### src/rtl/mips_trap_monitor_pkg.sv
// Shared types and helpers for the MIPS run/trap monitor.
package mips_trap_pkg;

  typedef enum logic [2:0] {
    ST_IDLE    = 3'd0,
    ST_RUN     = 3'd1,
    ST_PASS    = 3'd2,
    ST_FAIL    = 3'd3,
    ST_TIMEOUT = 3'd4,
    ST_ABORT   = 3'd5
  } trap_state_e;

  localparam int unsigned TRAP_STRIDE = 4;

  // Address of trap word i, channels are packed one word apart from base.
  function automatic logic [31:0] chan_addr(input logic [31:0] base, input int unsigned i);
    return base + 32'(TRAP_STRIDE * i);
  endfunction

endpackage

### src/rtl/trap_sat_counter.sv
// Up-counter with synchronous clear that sticks at all-ones instead of wrapping.
module trap_sat_counter #(
  parameter int W = 32
) (
  input  logic         clk,
  input  logic         rst_n,
  input  logic         clr,
  input  logic         inc,
  output logic [W-1:0] q
);

  // Clear wins over increment; increment stops at the saturation value.
  always_ff @(posedge clk or negedge rst_n) begin
    if (!rst_n)                 q <= '0;
    else if (clr)               q <= '0;
    else if (inc && (q != '1))  q <= q + 1'b1;
  end

endmodule

### src/rtl/mips_trap_monitor.sv
// Run/trap monitor on the CPU data-memory request bus. Watches NUM_CHAN trap
// words starting at TRAP_BASE and a progress watchdog; ends the run on trap,
// abort or watchdog expiry and holds the result until the next start.
// Optional macro TRAP_LOG_EN adds trap_pc_addr and a two-entry write history.
module mips_trap_monitor
  import mips_trap_pkg::*;
#(
  parameter int          ADDR_W      = 32,
  parameter int          DATA_W      = 32,
  parameter int          NUM_CHAN    = 4,
  parameter logic [31:0] TRAP_BASE   = 32'h4000_000C,
  parameter int          CNT_W       = 32,
  parameter int          WDOG_CYCLES = 65536,
  localparam int         TC_W        = (NUM_CHAN > 1) ? $clog2(NUM_CHAN) : 1
) (
  input  logic                mips_cpu_clk,
  input  logic                mips_cpu_reset_n,
  input  logic                start,
  input  logic                abort,
  input  logic [NUM_CHAN-1:0] chan_en,
  input  logic [ADDR_W-1:0]   mem_addr,
  input  logic [DATA_W-1:0]   mem_wdata,
  input  logic                mem_write,
  input  logic                mem_read,
  input  logic                mem_req_ready,
  output logic [2:0]          state,
  output logic                done,
  output logic [TC_W-1:0]     trap_chan,
  output logic [DATA_W-1:0]   trap_code,
  output logic [CNT_W-1:0]    cycle_cnt,
  output logic [CNT_W-1:0]    mem_op_cnt,
  output logic                irq
`ifdef TRAP_LOG_EN
  ,
  output logic [ADDR_W-1:0]   trap_pc_addr,
  output logic [ADDR_W-1:0]   hist0_addr,
  output logic [ADDR_W-1:0]   hist1_addr
`endif
);

  localparam int WD_W = $clog2(WDOG_CYCLES) + 1;

  trap_state_e         st;
  logic [NUM_CHAN-1:0] en_q;
  logic [NUM_CHAN-1:0] hit;
  logic [TC_W-1:0]     hit_idx;
  logic [WD_W-1:0]     wd_q;
  logic                acc, wr_acc, run, go, any_hit, wd_exp;

  assign acc     = (mem_write | mem_read) & mem_req_ready;
  assign wr_acc  = mem_write & mem_req_ready;
  assign run     = (st == ST_RUN);
  assign go      = start & ~run;
  assign any_hit = |hit;
  assign wd_exp  = (wd_q == WD_W'(WDOG_CYCLES - 1)) & ~acc;
  assign state   = st;
  assign done    = (st != ST_IDLE) && (st != ST_RUN);

  for (genvar i = 0; i < NUM_CHAN; i++) begin : g_chan
    assign hit[i] = wr_acc & en_q[i] & (mem_addr == ADDR_W'(chan_addr(TRAP_BASE, i)));
  end

  // Lowest-index channel wins when several hit together.
  always_comb begin
    hit_idx = '0;
    for (int i = NUM_CHAN - 1; i >= 0; i--)
      if (hit[i]) hit_idx = TC_W'(i);
  end

  // Run control: start/terminal transitions, result capture, irq on entry to terminal.
  always_ff @(posedge mips_cpu_clk or negedge mips_cpu_reset_n) begin
    if (!mips_cpu_reset_n) begin
      st        <= ST_IDLE;
      en_q      <= '0;
      trap_chan <= '0;
      trap_code <= '0;
      irq       <= 1'b0;
    end else begin
      irq <= 1'b0;
      if (go) begin
        st        <= ST_RUN;
        en_q      <= chan_en;
        trap_chan <= '0;
        trap_code <= '0;
      end else if (run) begin
        if (abort) begin
          st  <= ST_ABORT;
          irq <= 1'b1;
        end else if (any_hit) begin
          st        <= (mem_wdata == '0) ? ST_PASS : ST_FAIL;
          trap_chan <= hit_idx;
          trap_code <= mem_wdata;
          irq       <= 1'b1;
        end else if (wd_exp) begin
          st  <= ST_TIMEOUT;
          irq <= 1'b1;
        end
      end
    end
  end

  trap_sat_counter #(.W(CNT_W)) u_cycle (
    .clk(mips_cpu_clk), .rst_n(mips_cpu_reset_n),
    .clr(go), .inc(run), .q(cycle_cnt)
  );

  trap_sat_counter #(.W(CNT_W)) u_memop (
    .clk(mips_cpu_clk), .rst_n(mips_cpu_reset_n),
    .clr(go), .inc(run & acc), .q(mem_op_cnt)
  );

  // Watchdog counts idle RUN cycles; any accepted op restarts it.
  trap_sat_counter #(.W(WD_W)) u_wdog (
    .clk(mips_cpu_clk), .rst_n(mips_cpu_reset_n),
    .clr(go | (run & acc)), .inc(run), .q(wd_q)
  );

`ifdef TRAP_LOG_EN
  logic exit_run;
  assign exit_run = run & (abort | any_hit | wd_exp);

  // Last accepted address (including the trap op) and the writes that preceded the exit.
  always_ff @(posedge mips_cpu_clk or negedge mips_cpu_reset_n) begin
    if (!mips_cpu_reset_n) begin
      trap_pc_addr <= '0;
      hist0_addr   <= '0;
      hist1_addr   <= '0;
    end else if (go) begin
      trap_pc_addr <= '0;
      hist0_addr   <= '0;
      hist1_addr   <= '0;
    end else if (run) begin
      if (acc) trap_pc_addr <= mem_addr;
      if (wr_acc && !exit_run) begin
        hist0_addr <= mem_addr;
        hist1_addr <= hist0_addr;
      end
    end
  end
`endif

endmodule
### config.mk
export PLATFORM = sky130hd
export DESIGN_NAME = mips_trap_monitor
export DESIGN_NICKNAME = d
export VERILOG_FILES = /design/src/rtl/mips_trap_monitor_pkg.sv /design/src/rtl/trap_sat_counter.sv /design/src/rtl/mips_trap_monitor.sv
export SDC_FILE = /design/constraint.sdc
export NUM_CORES = 1
export LEC_CHECK = 0
export CAP_MARGIN = 15
export CELL_PAD_IN_SITES_DETAIL_PLACEMENT = 1
export CELL_PAD_IN_SITES_GLOBAL_PLACEMENT = 1
export CORE_UTILIZATION = 51
export DETAILED_ROUTE_END_ITERATION = 7
export DONT_BUFFER_PORTS = 1
export HOLD_SLACK_MARGIN = 0.15
export PLACE_DENSITY = 0.89
export SLEW_MARGIN = 20
export SYNTH_ARGS = -nofsm -noshare
export SYNTH_HDL_FRONTEND = slang
export SYNTH_SLANG_ARGS = --single-unit
### constraint.sdc
create_clock -name mips_cpu_clk -period 6.1 [get_ports mips_cpu_clk]
set_clock_uncertainty 0.15 [all_clocks]
set_input_delay 1.22 -clock mips_cpu_clk [delete_from_list [all_inputs] [get_ports mips_cpu_clk]]
set_output_delay 1.22 -clock mips_cpu_clk [all_outputs]
set_load 0.1 [all_outputs]
==> results.json, run 1 <==
{
  "status": "finished, final reports clean",
  "syn-num-nets": 783,
  "setup_tns_ns": 0,
  "grt_pass1_wl_um": 30600,
  "rsz0062_at_grt": "false",
  "numCtsBuffers": 17,
  "period_needed_ns": 3.62,
  "worst_setup_path_start_kind": "flop",
  "netlist_area_um2": 6360,
  "place_congestion": 0.824,
  "fin_util_pct": 59.3,
  "finalSetupViolations": 0,
  "path_class": "reg -> reg",
  "final_cell_mix": "125 x nand2_1, 123 x dfrtp_1, 76 x a21oi_1",
  "postRouteAntennaNets": 0,
  "dieWidth_um": 114,
  "start_util_pct": 52.7,
  "finalHoldViolCount": 0,
  "post-cts-setup-buffers": 0,
  "yosys-top-cells-area": "dfrtp_1 48%, nand2_1 7.4%, a21oi_1 6.0%",
  "first_pass_iters": 5,
  "slew_viol_final": 0,
  "hp-class": "in -> async",
  "route.detailed.drc": 0,
  "post_drt_wl_per_cell_um": 21.8,
  "min_period_over_period_pct": 59.4,
  "yosys.area.top_type_share_pct": 48.4,
  "ys_warn_count": 0,
  "synthCells": 703,
  "drtIter0Drc": 442,
  "cts.path.max_buffers": 2,
  "max_freq_mhz": 276,
  "synth_top_area_cell": "dfrtp_1",
  "dieArea_um2": 12900,
  "grt_max_degree": 124,
  "p_leak_nw": 2.88,
  "crit_path_end_kind": "flop",
  "die_h_um": 114,
  "peakVddDrop_uv": 169,
  "rows": 40,
  "syn_area_per_cell_um2": 9.05,
  "antenna_found_initial": 0,
  "n_antenna_cell": 0,
  "maxCapViolCount": 0,
  "fillers": 1381,
  "r2r-start": "state[0]",
  "gr-usage-all-layers_pct": 30.8,
  "hpwl_um": 12300,
  "synth_seq_cells": 123,
  "pin_count": 178,
  "cts_tree": "done",
  "cts_resized": 0,
  "viasPerCell": 6.58,
  "io_buffers": 0,
  "vias": 5767,
  "worstMarginPinSlew_ns": 1.09,
  "clkSinkCount": 123,
  "wirelength_um": 19100,
  "final_common_cell": "nand2_1",
  "required_ns": 6.30,
  "yosysSeqAreaShare_pct": 48.4,
  "cts_root_buffer": "clkbuf_16",
  "fin_nets": 775,
  "max_slew_margin_pct": 27.5,
  "drive_gt1_share_pct": 7.49,
  "htree_levels": 4,
  "power_density_nw_per_um2": 319,
  "clk_pin_slew_ns": 0.06,
  "synthDistinctLibCells": 54,
  "gr-total-overflow": 0,
  "area_delta_synth_final_pct": 12.5,
  "clock_latency_ns": 0.43,
  "crit_fanout": 13,
  "cp-startpoint": "state[0]",
  "arrival_ns": 3.82,
  "design.core.area_um2": 12100,
  "cts_hold_buf": 0,
  "grt_pass1_vias": 6028
}
-- critical path, stage by stage, from the launching register on --
cell and delay [ns]:
dfrtp_1 1.00, or3b_1 0.62, and4bb_1 0.69, o311ai_2 0.39, or4_1 0.55, a21oi_1 0.15
-- kinds of logic (layout without fill, tap and decap cells) --
family          count (synthesis)  count (layout)  synth area share (%)
simple gates                  347             347                  28.9
compound gates                147             147                  13.6
flops                         123             123                  48.4
buf+inv                        44              49                  2.85
xor+xnor                       28              28                  3.86
mux                             9               9                  1.42
fa+ha+maj                       5               5                 0.983
-- final timing paths --
kind	to	slack (ns)	depth (start not counted)
worst max register to register	u_memop.q[22]	2.48	5
worst min register to register	en_q[0]	0.35	2
worst min-delay path	u_memop.q[14]	0.34	0
min in group mips_cpu_clk	en_q[0]	0.35	2
worst max-delay path	u_memop.q[22]	2.48	5
max in group asynchronous	u_cycle.q[15]	5.30	0
-- layout make-up --
class | count | area (um^2) | share of cell area (%)
inverter | 10 | 37.5 | 0.524
timing repair buffer | 7 | 52.6 | 0.734
tap | 168 | 210 | 2.94
clock inverter | 15 | 224 | 3.13
multi-input combinational | 536 | 3130 | 43.7
sequential | 123 | 3080 | 43.0
clock buffer | 17 | 425 | 5.94
-- synth_stat cells (all sizes together) --
master and number:
nand2 126, dfrtp 123, a21oi 76, nor2 38
nand3 36, nand4 27, clkbuf 26, o21ai 26
nor4 21, or3 21, or4 21, o31ai 18
xnor2 14, xor2 14, and4 11, nor3 11
and3 10, inv 10, and2 9, mux2i 9
buf 8, o211ai 7, ha 5, a211oi 4
nand2b 3, o311ai 3, or2 3, a2111oi 2
a21o 2, nand4b 2, nor3b 2, nor4b 2
o41ai 2, a311o 1, a31o 1, a31oi 1
and4bb 1, nand3b 1, nor4bb 1, o2111ai 1
o22ai 1, o2bb2ai 1, o311a 1, or3b 1
-- flip-flops by register name (all words and copies together) (netlist names) --
signal,cells
trap_code,32
u_cycle.q,32
u_memop.q,32
u_wdog.q,17
en_q,4
state,3
trap_chan,2
irq,1
-- metrics by stage --
stage | setup slack [ns] | instances | power, mW | hold WS [ns] | instance area (um^2)
after floorplan | 3.10 | 703 | 1.13 | 0.296 | 6360
final | 2.48 | 876 | 2.29 | 0.338 | 7160
after global routing | 2.20 | 876 | 2.35 | 0.314 | 7160
after detailed placement | 2.45 | 844 | 1.18 | 0.341 | 6490
after global placement | 2.53 | 844 | 1.17 | 0.328 | 6490
after CTS | 2.41 | 876 | 2.30 | 0.318 | 7140
-- report_power, final --
| group | switching [mW] | internal (mW) | leakage [nW] |
|---|---|---|---|
| Combinational | 0.122 | 0.0477 | 0.888 |
| Sequential | 0.157 | 0.844 | 1.70 |
| Clock | 0.393 | 0.724 | 0.301 |
| Total | 0.671 | 1.62 | 2.88 |
-- per-layer routing --
| layer | vias up | global-route usage, % | wire, um |
|---|---|---|---|
| li1 | 2564 | - | - |
| met1 | 2941 | 37.2 | 7690 |
| met2 | 210 | 50.5 | 9600 |
| met3 | 52 | 8.61 | 1200 |
| met4 | 0 | 15.7 | 562 |
| met5 | - | 0 | 0 |
Power figures use the tool's default switching activity.
==> run 2: changes to the inputs <==
--- a/config.mk
+++ b/config.mk
@@ -8,11 +8,11 @@
 export CAP_MARGIN = 15
 export CELL_PAD_IN_SITES_DETAIL_PLACEMENT = 1
 export CELL_PAD_IN_SITES_GLOBAL_PLACEMENT = 1
-export CORE_UTILIZATION = 51
+export CORE_UTILIZATION = 47
 export DETAILED_ROUTE_END_ITERATION = 7
 export DONT_BUFFER_PORTS = 1
 export HOLD_SLACK_MARGIN = 0.15
-export PLACE_DENSITY = 0.89
+export PLACE_DENSITY = 0.83
 export SLEW_MARGIN = 20
 export SYNTH_ARGS = -nofsm -noshare
 export SYNTH_HDL_FRONTEND = slang
==> constraint.sdc (replaced) <==
create_clock -name mips_cpu_clk -period 3.55 [get_ports mips_cpu_clk]
set_clock_uncertainty 0.15 [all_clocks]
set_input_delay 0.71 -clock mips_cpu_clk [delete_from_list [all_inputs] [get_ports mips_cpu_clk]]
set_output_delay 0.71 -clock mips_cpu_clk [all_outputs]
set_load 0.1 [all_outputs]
==> run 2 against run 1 <==
  * The flow now finishes with violations (negative hold slack)
  * Non-clock buffer count grew 74
  * Setup slack worse by 1.9 ns
  * Hold slack worse by 0.51 ns
  * Sequential share of layout area fell by 3.0 points
  * Critical path depth increased by 5
  * Critical path type unchanged
  * Critical endpoint is now u_wdog.q[15]
  * Largest cell class unchanged
==> results.json, run 2 (synthesized netlist as in run 1, its figures left out) <==
{
  "finalSetupViolations": 0,
  "fin_hold_ws_ns": -0.171,
  "postRouteAntennaNets": 0,
  "route.detailed.drc": 0,
  "drive_gt1_share_pct": 15.5,
  "setup_tns_ns": 0,
  "status": "finished, violations left",
  "rsz0062_at_grt": "false",
  "max_freq_mhz": 339,
  "viasPerCell": 6.38,
  "rows": 42,
  "period_needed_ns": 2.95,
  "cts.path.max_buffers": 2,
  "sw_frac_of_total_pct": 28.8,
  "r2r-start": "u_wdog.q[7]",
  "pin_count": 178,
  "die_h_um": 118,
  "design.core.area_um2": 13200,
  "maxCapViolCount": 0,
  "post_drt_wl_per_cell_um": 21.8,
  "final_cell_mix": "125 x nand2_1, 123 x dfrtp_1, 81 x buf_4",
  "slew_viol_final": 0,
  "drtIter0Drc": 504,
  "area_delta_synth_final_pct": 20.9,
  "crit_fanout": 11,
  "wirelength_um": 20900,
  "clk_pin_slew_ns": 0.05,
  "worstMarginPinSlew_ns": 0.939,
  "first_pass_iters": 5,
  "finalHoldViolCount": 123,
  "worst_setup_path_start_kind": "flop",
  "crit_path_end_kind": "flop",
  "numCtsBuffers": 17,
  "switchingPower_mw": 1.13,
  "violations": "negative hold slack",
  "min_period_over_period_pct": 83.0,
  "final_common_cell": "nand2_1",
  "grt_pass1_vias": 6503,
  "power_density_nw_per_um2": 513,
  "hpwl_um": 14000,
  "fin_util_pct": 58.1,
  "post-cts-setup-buffers": 0,
  "r2r_slack_ns": 0.60,
  "gr-total-overflow": 0,
  "cts_resized": 0,
  "clkSinkCount": 123,
  "hp-class": "in -> async",
  "reg2reg_to": "u_wdog.q[15]",
  "htree_levels": 4,
  "reg_top3": "trap_code (32), u_cycle.q (32), u_memop.q (32)",
  "rr_worst_depth": 10,
  "fin_nets": 849,
  "cts_tree": "done",
  "cts_root_buffer": "clkbuf_16",
  "p_leak_nw": 3.28,
  "start_util_pct": 48.0,
  "max_slew_margin_pct": 37.4,
  "arrival_ns": 3.09,
  "p_seq_share_pct": 38.0,
  "io_buffers": 0,
  "gr-usage-all-layers_pct": 31.1,
  "antenna_found_initial": 0,
  "dieWidth_um": 118,
  "dieArea_um2": 14000,
  "grt_pass1_wl_um": 33800,
  "clock_latency_ns": 0.43,
  "finalPower_mw": 3.95,
  "p_int_mw": 2.81,
  "grt_max_degree": 124,
  "clkPwrFrac_pct": 47.6,
  "peakVddDrop_uv": 257,
  "required_ns": 3.70,
  "path_class": "reg -> reg",
  "vias": 6110,
  "place_congestion": 0.880,
  "power.share.combinational_pct": 14.4
}
==> run 2: metal layers <==
layer / up-vias / wire length, um / track usage [%] / part of all wire, %
met5: - / 0 / 0 / 0
met4: 0 / 574 / 14.3 / 2.7
met3: 48 / 1280 / 8.49 / 6.1
met2: 234 / 11000 / 55.3 / 52
met1: 3112 / 8100 / 34.6 / 39
li1: 2716 / - / - / -
==> run 2: final cells by class <==
class,instances,area [um^2]
inverter,10,37.5
antenna,1,2.50
sequential,123,3080
clock buffer,19,433
tap,176,220
fill,1505,5550
timing repair buffer,81,608
clock inverter,12,198
multi-input combinational,536,3120
==> run 2: how the worst max path moves through the flow <==
stage / startpoint / to / slack, ns / cells after the start
floorplan: u_memop.q[0] / u_memop.q[1] / 0.64 / 8
global placement: mem_addr[28] / trap_code[17] / 0.73 / 6
finish: u_wdog.q[7] / u_wdog.q[15] / 0.60 / 10
CTS: u_wdog.q[7] / u_wdog.q[15] / 0.61 / 10
detailed placement: mem_addr[28] / trap_code[26] / 0.59 / 6
global route: u_wdog.q[7] / u_wdog.q[15] / 0.33 / 10
==> run 2: worst max-delay path, stage by stage (launching register included) <==
cell and delay (ns):
dfrtp_1 0.42, and4_1 0.26, and3_1 0.21, nand3_1 0.16
nor3_1 0.37, ha_1 0.30, nor4b_1 0.07, buf_4 0.19
o21ai_0 0.39, or3_1 0.21, a21oi_1 0.08
==> run 2: stage by stage <==
| stage | std cells | worst slack, ns | instance area [um^2] |
|---|---|---|---|
| after detailed placement | 926 | 0.592 | 7060 |
| after floorplan | 703 | 0.642 | 6360 |
| after global routing | 957 | 0.334 | 7690 |
| after CTS | 957 | 0.613 | 7690 |
| final | 958 | 0.604 | 7690 |
| after global placement | 926 | 0.733 | 7060 |
==> run 2: power groups by stage <==
stage	sequential [mW]	combinational [mW]	clock [mW]
floorplan	1.76	0.181	0
global placement	1.52	0.542	0
detailed placement	1.52	0.558	0
CTS	1.50	0.567	1.90
global route	1.50	0.596	1.96
finish	1.50	0.568	1.88
==> run 3: changes to the inputs <==
==> constraint.sdc (replaced) <==
create_clock -name mips_cpu_clk -period 3 [get_ports mips_cpu_clk]
set_clock_uncertainty 0.15 [all_clocks]
set_input_delay 0.6 -clock mips_cpu_clk [delete_from_list [all_inputs] [get_ports mips_cpu_clk]]
set_output_delay 0.6 -clock mips_cpu_clk [all_outputs]
set_load 0.1 [all_outputs]
==> run 3 against run 2 <==
  * The flow still finishes with violations (negative hold slack)
  * Sequential cell count unchanged
  * Cell area increased by 0.24%
  * Non-clock buffer count increased by 5
  * Register-to-register slack got worse by 0.33 ns
  * Via count decreased by 2.6%
  * Wire length decreased by 3.0%
  * Critical path type unchanged
  * Critical endpoint is now u_wdog.q[11]
==> results.json, run 3 (synthesized netlist as in run 1, its figures left out) <==
{
  "dieArea_um2": 14000,
  "cp-startpoint": "u_wdog.q[7]",
  "antenna_found_initial": 0,
  "path_class": "reg -> reg",
  "worstMarginPinSlew_ns": 0.947,
  "instances_no_fill": 963,
  "arrival_ns": 2.88,
  "vias": 5953,
  "cts_root_buffer": "clkbuf_16",
  "violations": "negative hold slack",
  "slew_viol_final": 0,
  "gr-usage-all-layers_pct": 30.4,
  "place_inst": 928,
  "viasPerCell": 6.18,
  "crit_chain": "and4_1, and3_1, nand3_1, nor3_1, ha_1, nor4b_1, buf_4, o211ai_1, xor2_1, nor2_1",
  "cpMaxStageDelayCell": "dfrtp_1",
  "reg_top3": "trap_code (32), u_cycle.q (32), u_memop.q (32)",
  "cpPeakStageDelay_ns": 0.43,
  "pin_count": 178,
  "postRouteAntennaNets": 0,
  "fin_util_pct": 58.2,
  "io_buffers": 0,
  "grt_pass1_wl_um": 33500,
  "post-cts-setup-buffers": 0,
  "cts_resized": 0,
  "htree_levels": 4,
  "start_util_pct": 48.0,
  "crit_path_end_kind": "flop",
  "min_period_over_period_pct": 90.8,
  "peakVddDrop_uv": 366,
  "area_delta_synth_final_pct": 21.2,
  "hpwl_um": 14300,
  "rows": 42,
  "grt_pass1_vias": 6444,
  "dieWidth_um": 118,
  "fin_nets": 854,
  "p_leak_nw": 3.28,
  "finalHoldViolCount": 123,
  "hp-class": "in -> async",
  "cts_hold_buf": 3,
  "final_cell_mix": "125 x nand2_1, 123 x dfrtp_1, 83 x buf_4",
  "r2r-start": "u_wdog.q[7]",
  "wirelength_um": 20300,
  "power_density_nw_per_um2": 585,
  "max_freq_mhz": 367,
  "required_ns": 3.15,
  "max_slew_margin_pct": 36.9,
  "design.core.area_um2": 13200,
  "first_pass_iters": 4,
  "maxCapViolCount": 0,
  "clkSinkCount": 123,
  "status": "finished, violations left",
  "n_antenna_cell": 0,
  "finalSetupViolations": 0,
  "grt_max_degree": 124,
  "clock_latency_ns": 0.42,
  "numCtsBuffers": 17,
  "cp_num_buf_inv": 1,
  "period_needed_ns": 2.72,
  "rsz0062_at_grt": "false",
  "route.detailed.drc": 0,
  "setup_ws_ns": 0.276,
  "cts.path.max_buffers": 2,
  "path_delay_family": "simple AND/OR/NAND/NOR gates",
  "final_common_cell": "nand2_1",
  "post_drt_wl_per_cell_um": 21.1,
  "worst_setup_path_start_kind": "flop",
  "drtIter0Drc": 324,
  "setup_tns_ns": 0,
  "clk_pin_slew_ns": 0.06,
  "drive_gt1_share_pct": 16.0,
  "fin_hold_ws_ns": -0.267,
  "place_congestion": 0.861,
  "post-place-ws_ns": 0.0854,
  "cts_tree": "done",
  "crit_fanout": 10,
  "fillers": 1519,
  "gr-total-overflow": 0,
  "die_h_um": 118
}
[run 3: metal layers]
metal / part of all wire [%] / track usage (%) / vias to the layer above
met3: 6.1 / 8.35 / 41
li1: - / - / 2710
met5: 0 / 0 / -
met4: 2.7 / 12.3 / 0
met1: 39 / 35.0 / 3015
met2: 52 / 53.3 / 187
[run 3: power by group]
part	internal (mW)	switching, mW	leakage (nW)
Sequential	1.72	0.0669	1.70
Clock	1.31	0.757	0.276
Combinational	0.143	0.514	1.31
[run 3: worst paths after layout]
check	endpoint	slack, ns	depth (start not counted)
setup / recovery	u_wdog.q[11]	0.28	10
hold / removal	u_memop.q[14]	-0.27	0
setup reg to reg	u_wdog.q[11]	0.28	10
hold reg to reg	en_q[0]	0.36	2
max in group asynchronous	state[1]	2.70	0
min in group mips_cpu_clk	trap_code[6]	0.16	2
[run 3: layout make-up]
class | instances | area, um^2 | area share, %
clock buffer | 22 | 484 | 6.28
clock inverter | 10 | 115 | 1.49
inverter | 10 | 37.5 | 0.487
multi-input combinational | 536 | 3120 | 40.5
sequential | 123 | 3080 | 39.9
tap | 176 | 220 | 2.86
timing repair buffer | 86 | 653 | 8.47
[run 3: per-stage QoR]
step / power (mW) / cell area, um^2
after detailed placement: 2.46 / 7070
after CTS: 4.54 / 7700
final: 4.51 / 7710
after global placement: 2.44 / 7070
after global routing: 4.65 / 7710
after floorplan: 2.29 / 6360
